## config.mk

```make
export PLATFORM = sky130hd
export DESIGN_NAME = fetch_queue_n
export DESIGN_NICKNAME = d
export VERILOG_FILES = /design/src/rtl/fetch_queue_n.sv
export SDC_FILE = /design/constraint.sdc
export NUM_CORES = 2
export LEC_CHECK = 0
export BUFFER_PORTS_ARGS = -buffer_cell sky130_fd_sc_hd__clkbuf_2
export CAP_MARGIN = 20
export CORE_MARGIN = 2
export CORE_UTILIZATION = 30
export DETAILED_ROUTE_END_ITERATION = 10
export PLACE_DENSITY_LB_ADDON = 0.25
export SKIP_CTS_REPAIR_TIMING = 1
export SLEW_MARGIN = 20
export SYNTH_ARGS = -nofsm -noshare
export SYNTH_HDL_FRONTEND = slang
export SYNTH_SLANG_ARGS = --single-unit
```

## constraint.sdc

```tcl
create_clock -name clk -period 8.1 [get_ports clk]
set_clock_uncertainty 0.1 [all_clocks]
set_input_delay 1.62 -clock clk [delete_from_list [all_inputs] [get_ports clk]]
set_output_delay 1.62 -clock clk [all_outputs]
set_load 0.02 [all_outputs]
```

## src/rtl/fetch_queue_n.sv

```systemverilog
// Instruction-fetch front end: line-aligned fetch requests feed a circular queue of
// PC-tagged instructions presented in order to decode; redirects flush and re-steer.
module fetch_queue_n #(
   parameter int XLEN        = 32,
   parameter int FETCH_WIDTH = 2,
   parameter int LINE_INSTS  = 2,
   parameter int DEPTH       = 16
) (
   input  logic                               clk,
   input  logic                               reset,
   input  logic                               redirect_valid_i,
   input  logic [XLEN-1:0]                    redirect_pc_i,
   input  logic [$clog2(FETCH_WIDTH+1)-1:0]   consume_cnt_i,
   output logic                               mem_req_valid_o,
   output logic [XLEN-1:0]                    mem_req_addr_o,
   input  logic                               mem_req_ready_i,
   input  logic                               mem_resp_valid_i,
   input  logic [32*LINE_INSTS-1:0]           mem_resp_data_i,
   output logic [FETCH_WIDTH-1:0]             out_valid_o,
   output logic [FETCH_WIDTH*32-1:0]          out_inst_o,
   output logic [FETCH_WIDTH*XLEN-1:0]        out_pc_o,
   output logic [FETCH_WIDTH*XLEN-1:0]        out_npc_o,
   output logic [$clog2(DEPTH+1)-1:0]         count_o
);

   localparam int LINE_BYTES = LINE_INSTS * 4;
   localparam int PW         = $clog2(DEPTH);
   localparam int CW         = $clog2(DEPTH + 1);
   localparam int NW         = $clog2(FETCH_WIDTH + 1);
   localparam int SW         = (LINE_INSTS > 1) ? $clog2(LINE_INSTS) : 1;

   logic [31:0]      r_inst [DEPTH];
   logic [XLEN-1:0]  r_pc   [DEPTH];
   logic [PW-1:0]    r_head;
   logic [PW-1:0]    r_tail;
   logic [CW-1:0]    r_count;
   logic [XLEN-1:0]  r_fetch_pc;
   logic [SW-1:0]    r_skip;
   logic             r_outstanding;
   logic             r_epoch;
   logic             r_req_epoch;

   logic [XLEN-1:0]  w_line_addr;
   logic             w_space_ok;
   logic             w_req_valid;
   logic             w_fire;
   logic             w_resp;
   logic             w_write;
   logic [CW-1:0]    w_nwritten;
   logic [CW-1:0]    w_consumed;
   logic [SW-1:0]    w_redir_skip;
   logic [NW-1:0]    w_avail;
   logic [PW-1:0]    w_wr_idx [LINE_INSTS];
   logic             w_wr_en  [LINE_INSTS];
   logic [PW-1:0]    w_rd_idx [FETCH_WIDTH];

   assign w_line_addr  = r_fetch_pc & ~XLEN'(LINE_BYTES - 1);
   // Space check uses registered count only, so a same-cycle consume never enables a request.
   assign w_space_ok   = (DEPTH - int'(r_count)) >= LINE_INSTS;
   assign w_req_valid  = !reset && !r_outstanding && !redirect_valid_i && w_space_ok;
   assign w_fire       = w_req_valid && mem_req_ready_i;
   assign w_resp       = mem_resp_valid_i && r_outstanding;
   assign w_write      = !reset && w_resp && (r_req_epoch == r_epoch) && !redirect_valid_i;
   assign w_nwritten   = CW'(LINE_INSTS) - CW'(r_skip);
   assign w_consumed   = CW'(consume_cnt_i);
   assign w_redir_skip = (LINE_INSTS > 1) ? SW'(redirect_pc_i >> 2) : '0;
   assign w_avail      = (r_count >= CW'(FETCH_WIDTH)) ? NW'(FETCH_WIDTH) : NW'(r_count);

   assign mem_req_valid_o = w_req_valid;
   assign mem_req_addr_o  = w_line_addr;
   assign count_o         = r_count;

   always_ff @(posedge clk) begin
      if (reset) begin
         r_head        <= '0;
         r_tail        <= '0;
         r_count       <= '0;
         r_fetch_pc    <= '0;
         r_skip        <= '0;
         r_outstanding <= 1'b0;
         r_epoch       <= 1'b0;
         r_req_epoch   <= 1'b0;
      end else begin
         if (w_fire) begin
            r_outstanding <= 1'b1;
            r_req_epoch   <= r_epoch;
         end else if (w_resp) begin
            r_outstanding <= 1'b0;
         end

         if (redirect_valid_i) begin
            r_head     <= '0;
            r_tail     <= '0;
            r_count    <= '0;
            r_epoch    <= ~r_epoch;
            r_fetch_pc <= redirect_pc_i;
            r_skip     <= w_redir_skip;
         end else begin
            r_head <= r_head + PW'(consume_cnt_i);
            if (w_write) begin
               r_tail     <= r_tail + PW'(w_nwritten);
               r_count    <= r_count + w_nwritten - w_consumed;
               r_fetch_pc <= r_fetch_pc + XLEN'(LINE_BYTES);
               r_skip     <= '0;
            end else begin
               r_count <= r_count - w_consumed;
            end
         end
      end
   end

   // Instruction k of the line lands at tail + (k - skip); slots below skip are not written.
   always_comb begin
      for (int unsigned k = 0; k < LINE_INSTS; k++) begin
         w_wr_idx[k] = r_tail + PW'(k) - PW'(r_skip);
         w_wr_en[k]  = w_write && (SW'(k) >= r_skip);
      end
   end

   always_ff @(posedge clk) begin
      for (int unsigned k = 0; k < LINE_INSTS; k++) begin
         if (w_wr_en[k]) begin
            r_inst[w_wr_idx[k]] <= mem_resp_data_i[32*k +: 32];
            r_pc[w_wr_idx[k]]   <= w_line_addr + XLEN'(4 * k);
         end
      end
   end

   always_comb begin
      out_valid_o = '0;
      out_inst_o  = '0;
      out_pc_o    = '0;
      out_npc_o   = '0;
      for (int unsigned i = 0; i < FETCH_WIDTH; i++) begin
         w_rd_idx[i]                = r_head + PW'(i);
         out_valid_o[i]             = r_count > CW'(i);
         out_inst_o[32*i +: 32]     = r_inst[w_rd_idx[i]];
         out_pc_o[XLEN*i +: XLEN]   = r_pc[w_rd_idx[i]];
         out_npc_o[XLEN*i +: XLEN]  = r_pc[w_rd_idx[i]] + XLEN'(4);
      end
   end

   a_consume_le_valid: assert property (@(posedge clk) disable iff (reset)
      consume_cnt_i <= w_avail);

endmodule

```

# Word level (Yosys, flattened, before mapping)
# Memories as Yosys holds them, arrays and structs flattened. A register that Yosys moved wholly into a read port is not among the register bits.
# Index checks and enable logic that the tools add are counted.
# W data, S select, Z words.
# totals
mem_count	2
out_inout_bits	232
elab_cells	61
in_bits	103
ram_bits	1024
regBits	49
# mem_list
name	depth	word_bits	read_ports	rd_clocked_by_memory_dff	write_ports	line_no	source
r_inst	16	32	2	1	2	32	logic [31:0] r_inst [DEPTH];
r_pc	16	32	2	1	2	33	logic [XLEN-1:0] r_pc [DEPTH];
# classes
add_sub_neg	15
n_eq_ne	1
order_cmp	5
n_mux	13
reduce_logical	16
bitwise_logic	1
# op_table
operator	count
$add A32 B3 Y32 const B	3
$mux W32	2
$add A32 B4 Y32 const B	1
$gt A5 B1 Y1 const B	2
$logic_and A1 B1 Y1	10
$sub A5 B2 Y5	2
$add A4 B1 Y4 const B	2
$mux W1	8
$mux W4	2
$sub A4 B1 Y4	2
$ge A6 B3 Y1 const B	1
$sub A5 B5 Y6 const A	1
$add A5 B5 Y5	1
$mux W5	1
$add A4 B2 Y4	1
$add A4 B4 Y4	1
$reduce_bool A2 Y1	2
$logic_not A1 Y1	3
$sub A2 B1 Y3 const A	1
$ge A1 B1 Y1 const A	2
$reduce_or A2 Y1	1
$eq A1 B1 Y1	1
$not A1 Y1	1

# Longest topological paths before layout
# logic_depth
depth_word	7
depth_mapped	18
depth_no_buf	14

# Worst setup path before layout
# OpenSTA, ideal clock, no wires.
# synth_path
path_type	register to output
startpoint	register r_head[0]
endpoint	output port out_npc_o[52]
path_buffers	6
stages_incl_launch_ff	16
t_arrival_ns	4.099
setup_slack_ns	2.281
path_cell_list	dfxtp_1 ha_1 buf_6 buf_4 buf_4 buf_2 buf_2 clkbuf_1 nand2_1 a31oi_1 ha_1 nand2_1 o21ba_2 nor3b_4 nand3_1 xnor2_1
# synth_via
elab_chain_cells	3
# synth_lines
element	line_no	source
start: declaration	34	logic [PW-1:0] r_head;
start signal: assignment	99	r_head <= r_head + PW'(consume_cnt_i);
$add A4 B1 Y4	135	w_rd_idx[i] = r_head + PW'(i);
$mem_v2 Z16 W32	-	
named net out_pc_o[35]	21	output logic [FETCH_WIDTH*XLEN-1:0] out_pc_o,
$add A32 B3 Y32	139	out_npc_o[XLEN*i +: XLEN] = r_pc[w_rd_idx[i]] + XLEN'(4);
end: declaration	22	output logic [FETCH_WIDTH*XLEN-1:0] out_npc_o,
# The timed path passes the listed nets, and every way through them passes these cells.

# Worst setup path in the final report
# layout_path
startpoint	register r_head[2]
endpoint	output port out_npc_o[63]
# layout_via
elab_chain_cells	3
# layout_lines
element	line_no
$add A4 B1 Y4	135
$mem_v2 Z16 W32	-
$add A32 B3 Y32	139
# Every way passes these cells.

==> results.py <==
metrics = {
    "global_route": {
        "grt_pass1_wl_mm": 281,
        "grt.total_usage": 0.199,
        "grt_max_degree": 129,
        "overflow": 0,
        "antenna_found_initial": 28,
        "grt_pass1_vias": 35900,
    },
    "setup_path": {
        "r2r_end": "r_pc[7][18]",
        "cpPeakStageDelay_ns": 0.75,
        "startpoint_type": "flop",
        "end_kind": "output pin",
        "r2r_cells": 12,
        "path_common_cell": "buf_4",
        "arrival_ns": 5.52,
        "r2r_slack_ns": 3.05,
        "crit_required_ns": 6.38,
        "worstSetupPathType": "flop to output pin",
        "cp_cell_sequence": "buf_12 -> xnor2_2 -> buf_4 -> mux4_2 -> a221o_1 -> o2111ai_1 -> nor3_4 -> nand4_1 -> xnor2_1 -> buf_4 -> clkbuf_2",
        "critPathMaxFanout": 112,
        "cpMaxStageDelayCell": "buf_12",
        "r2r-start": "r_skip",
    },
    "job": {
        "drv_cap": 0,
    },
    "logic_synthesis": {
        "synth_mux_area_frac": 0.331,
        "ys_types": 70,
        "seq_area_frac_synth": 0.515,
        "synthAdderAreaFrac": 0.00760,
        "syn_inst": 3767,
        "synthXorXnorAreaFrac": 0.0153,
        "synth-seq-cells": 1038,
        "yosysTopAreaCell": "edfxtp_1",
        "synth_area_mm2": 0.0593,
        "synth_area_leaders": "edfxtp_1 (49%), mux4_2 (21%), mux2_2 (9.8%), and2_1 (2.6%), nor2b_1 (2.5%)",
        "synth_compound_area_frac": 0.0141,
        "synth_top_family_by_area": "multiplexers",
        "synth_edf_count": 976,
        "yosysWarnings": 0,
        "synth-simple-area-share": 0.0812,
        "syn_avg_cell_area_um2": 15.7,
        "async_flop_share": 0,
        "synth_ff_type": "edfxtp_1",
        "yosysTopAreaCellShare": 0.495,
    },
    "sta": {
        "finalWorstSetupSlack_ns": 0.855,
        "maxSlewHeadroom": 0.235,
        "period_share": 0.894,
        "timing.hold.ws_ns": 0.353,
        "setup_viol": 0,
        "rsz0062_at_grt": "false",
        "worst_pin_slew_ns": 1.14,
        "setup_tns_ns": 0,
        "timing.fmax_mhz": 138,
        "hold_viol": 0,
        "fin_crit_ns": 7.24,
        "maxSlewViolCount": 0,
    },
    "drt": {
        "drt.antenna.violating_nets": 0,
        "wl_per_cell_um": 30.2,
        "drtIter0Drc": 3548,
        "first_pass_iters": 5,
        "vias": 36000,
        "drc": 0,
        "vias_per_cell": 5.40,
        "wl_mm": 202,
    },
    "outcome": {
        "outcome": "complete, no violations",
    },
    "power_and_ir_drop": {
        "p_per_area_mw_per_mm2": 192,
        "max-vdd-ir-drop_v": 0.000228,
        "leakage_uw": 0.0216,
    },
    "finish": {
        "fin_area_mm2": 0.0676,
        "layout-drive-gt1-share": 0.429,
        "num-fill-cells": 18800,
        "finish.net_count": 4070,
        "areaGrowthSynthToFinish_pct": 14.0,
    },
    "die": {
        "coreArea_mm2": 0.197,
        "die_w_um": 448,
        "start_util": 0.301,
        "boundaryPins": 335,
        "die_area_mm2": 0.201,
        "rows": 163,
        "die_y_um": 448,
    },
    "clock_network": {
        "cts_buffers": 130,
        "clk_path_buf_depth": 3,
        "path_clk_slew_ns": 0.06,
        "root_buffer": "clkbuf_16",
        "h-tree-depth": 4,
        "cts_tree": "built",
        "clock-sinks": 1038,
        "clk-insertion-delay-late_ns": 0.79,
    },
    "hold_path": {
        "hold_class": "flop to flop",
        "hold-path-cell-count": 2,
        "min_to": "r_pc[10][2]",
        "min-delay-start": "r_pc[10][2]",
    },
    "placed_design": {
        "port-buffer-count": 321,
        "pre_cts_ws_ns": 1.59,
        "globalplace.congestion": 0.796,
        "place_hpwl_mm": 116,
        "placed_area_mm2": 0.0635,
    },
}
-- synthesized netlist by cell type (7+ instances only) --
cell type,count
edfxtp_1,976
clkbuf_1,254
buf_4,30
and2_1,247
a21oi_1,50
nand4_1,20
nor2_1,93
nand2_1,142
nand2b_1,7
inv_1,42
nor2b_1,239
nor3_1,15
dfxtp_1,62
or3_1,7
mux2_2,518
o21ai_0,15
nand3_1,37
xnor2_1,75
a211oi_1,11
and3_1,22
buf_2,70
ha_1,28
a21o_1,9
mux4_2,553
buf_1,18
mux4_1,24
buf_6,17
a22oi_1,21
xor2_1,22
mux2i_1,68
-- metal layers --
metal  track usage  vias up  routed length (um)
li1              -    15100                   -
met1         0.267    19200               86600
met2         0.323     1324               96400
met3        0.0418      295               12800
met4        0.0593       34                5930
met5             0        -                 204
-- cell usage in the layout, fill, tap and decap left out, drive strengths merged, types with 4 or more instances in the layout --
cell type,count
a211oi,11
a21o,9
a21oi,50
a22o,4
a22oi,21
a31oi,5
and2,247
and3,22
and4,4
buf,102
bufinv,6
clkbuf,488
clkinv,47
clkinvlp,4
conb,11
dfxtp,62
edfxtp,976
fa,5
ha,28
inv,51
mux2,518
mux2i,71
mux4,577
nand2,142
nand2b,7
nand3,39
nand4,20
nor2,93
nor2b,239
nor3,16
nor3b,4
nor4,6
o21a,4
o21ai,16
or3,7
xnor2,76
xor2,23
-- stage by stage --
| stage | utilization | power, uW | instances |
|---|---|---|---|
| after detailed placement | 0.323 | 7420 | 6441 |
| final | 0.343 | 13000 | 6677 |
| after CTS | 0.343 | 13100 | 6673 |
| after global routing | 0.343 | 13400 | 6677 |
| after floorplan | - | 7000 | 3777 |
| after global placement | 0.322 | 7420 | 6441 |
-- how the worst max path moves through the flow --
stage | startpoint | to | cells past startpoint
after floorplan | r_head[0] | out_npc_o[52] | 15
after global placement | r_head[0] | out_npc_o[63] | 11
after detailed placement | r_head[0] | out_npc_o[63] | 11
after CTS | r_head[0] | out_npc_o[63] | 11
after global routing | r_head[1] | out_npc_o[31] | 12
final | r_head[2] | out_npc_o[63] | 11
-- worst max-delay path: cells and delay by family, from the launching register on --
family                    cells  cell delay, ns
AOI/OAI and AO/OA             2            0.84
xor gates and xnor gates      2            0.47
buffers and inverters         4            1.60
DFF                           1            0.57
muxes                         1            0.37
and+or+nand+nor               2            0.85
-- report_power, final --
part	switching, uW	total, uW	internal [uW]
logic	775	1400	623
clock network	2460	5670	3210
registers	61.6	5900	5840
total	3290	13000	9670
-- area by class of cell --
class / instances / area, um2 / area share
Antenna cell: 3 / 7.51 / 0.000111
Clock buffer: 168 / 3430 / 0.0507
Clock inverter: 64 / 646 / 0.00955
Inverter: 44 / 188 / 0.00278
Multi-Input combinational cell: 2298 / 26900 / 0.399
Sequential cell: 1038 / 30600 / 0.452
Tap cell: 2640 / 3300 / 0.0489
Timing Repair Buffer: 422 / 2510 / 0.0372
-- cell families after synthesis --
kind of cell / after synthesis
simple gates: 858
mux: 1166
xor+xnor: 99
compound gates: 131
buf+inv: 441
flops: 1038
fa+ha+maj: 33
other cells: 1
-- registers in the layout, summed over array words and instances, names as in the netlist --
register and cells:
r_inst 512, r_pc 480, r_fetch_pc 29, count_o 5
r_head 4, r_tail 4, r_epoch 1, r_outstanding 1
r_req_epoch 1, r_skip 1
(Power assumes the default switching activity.)
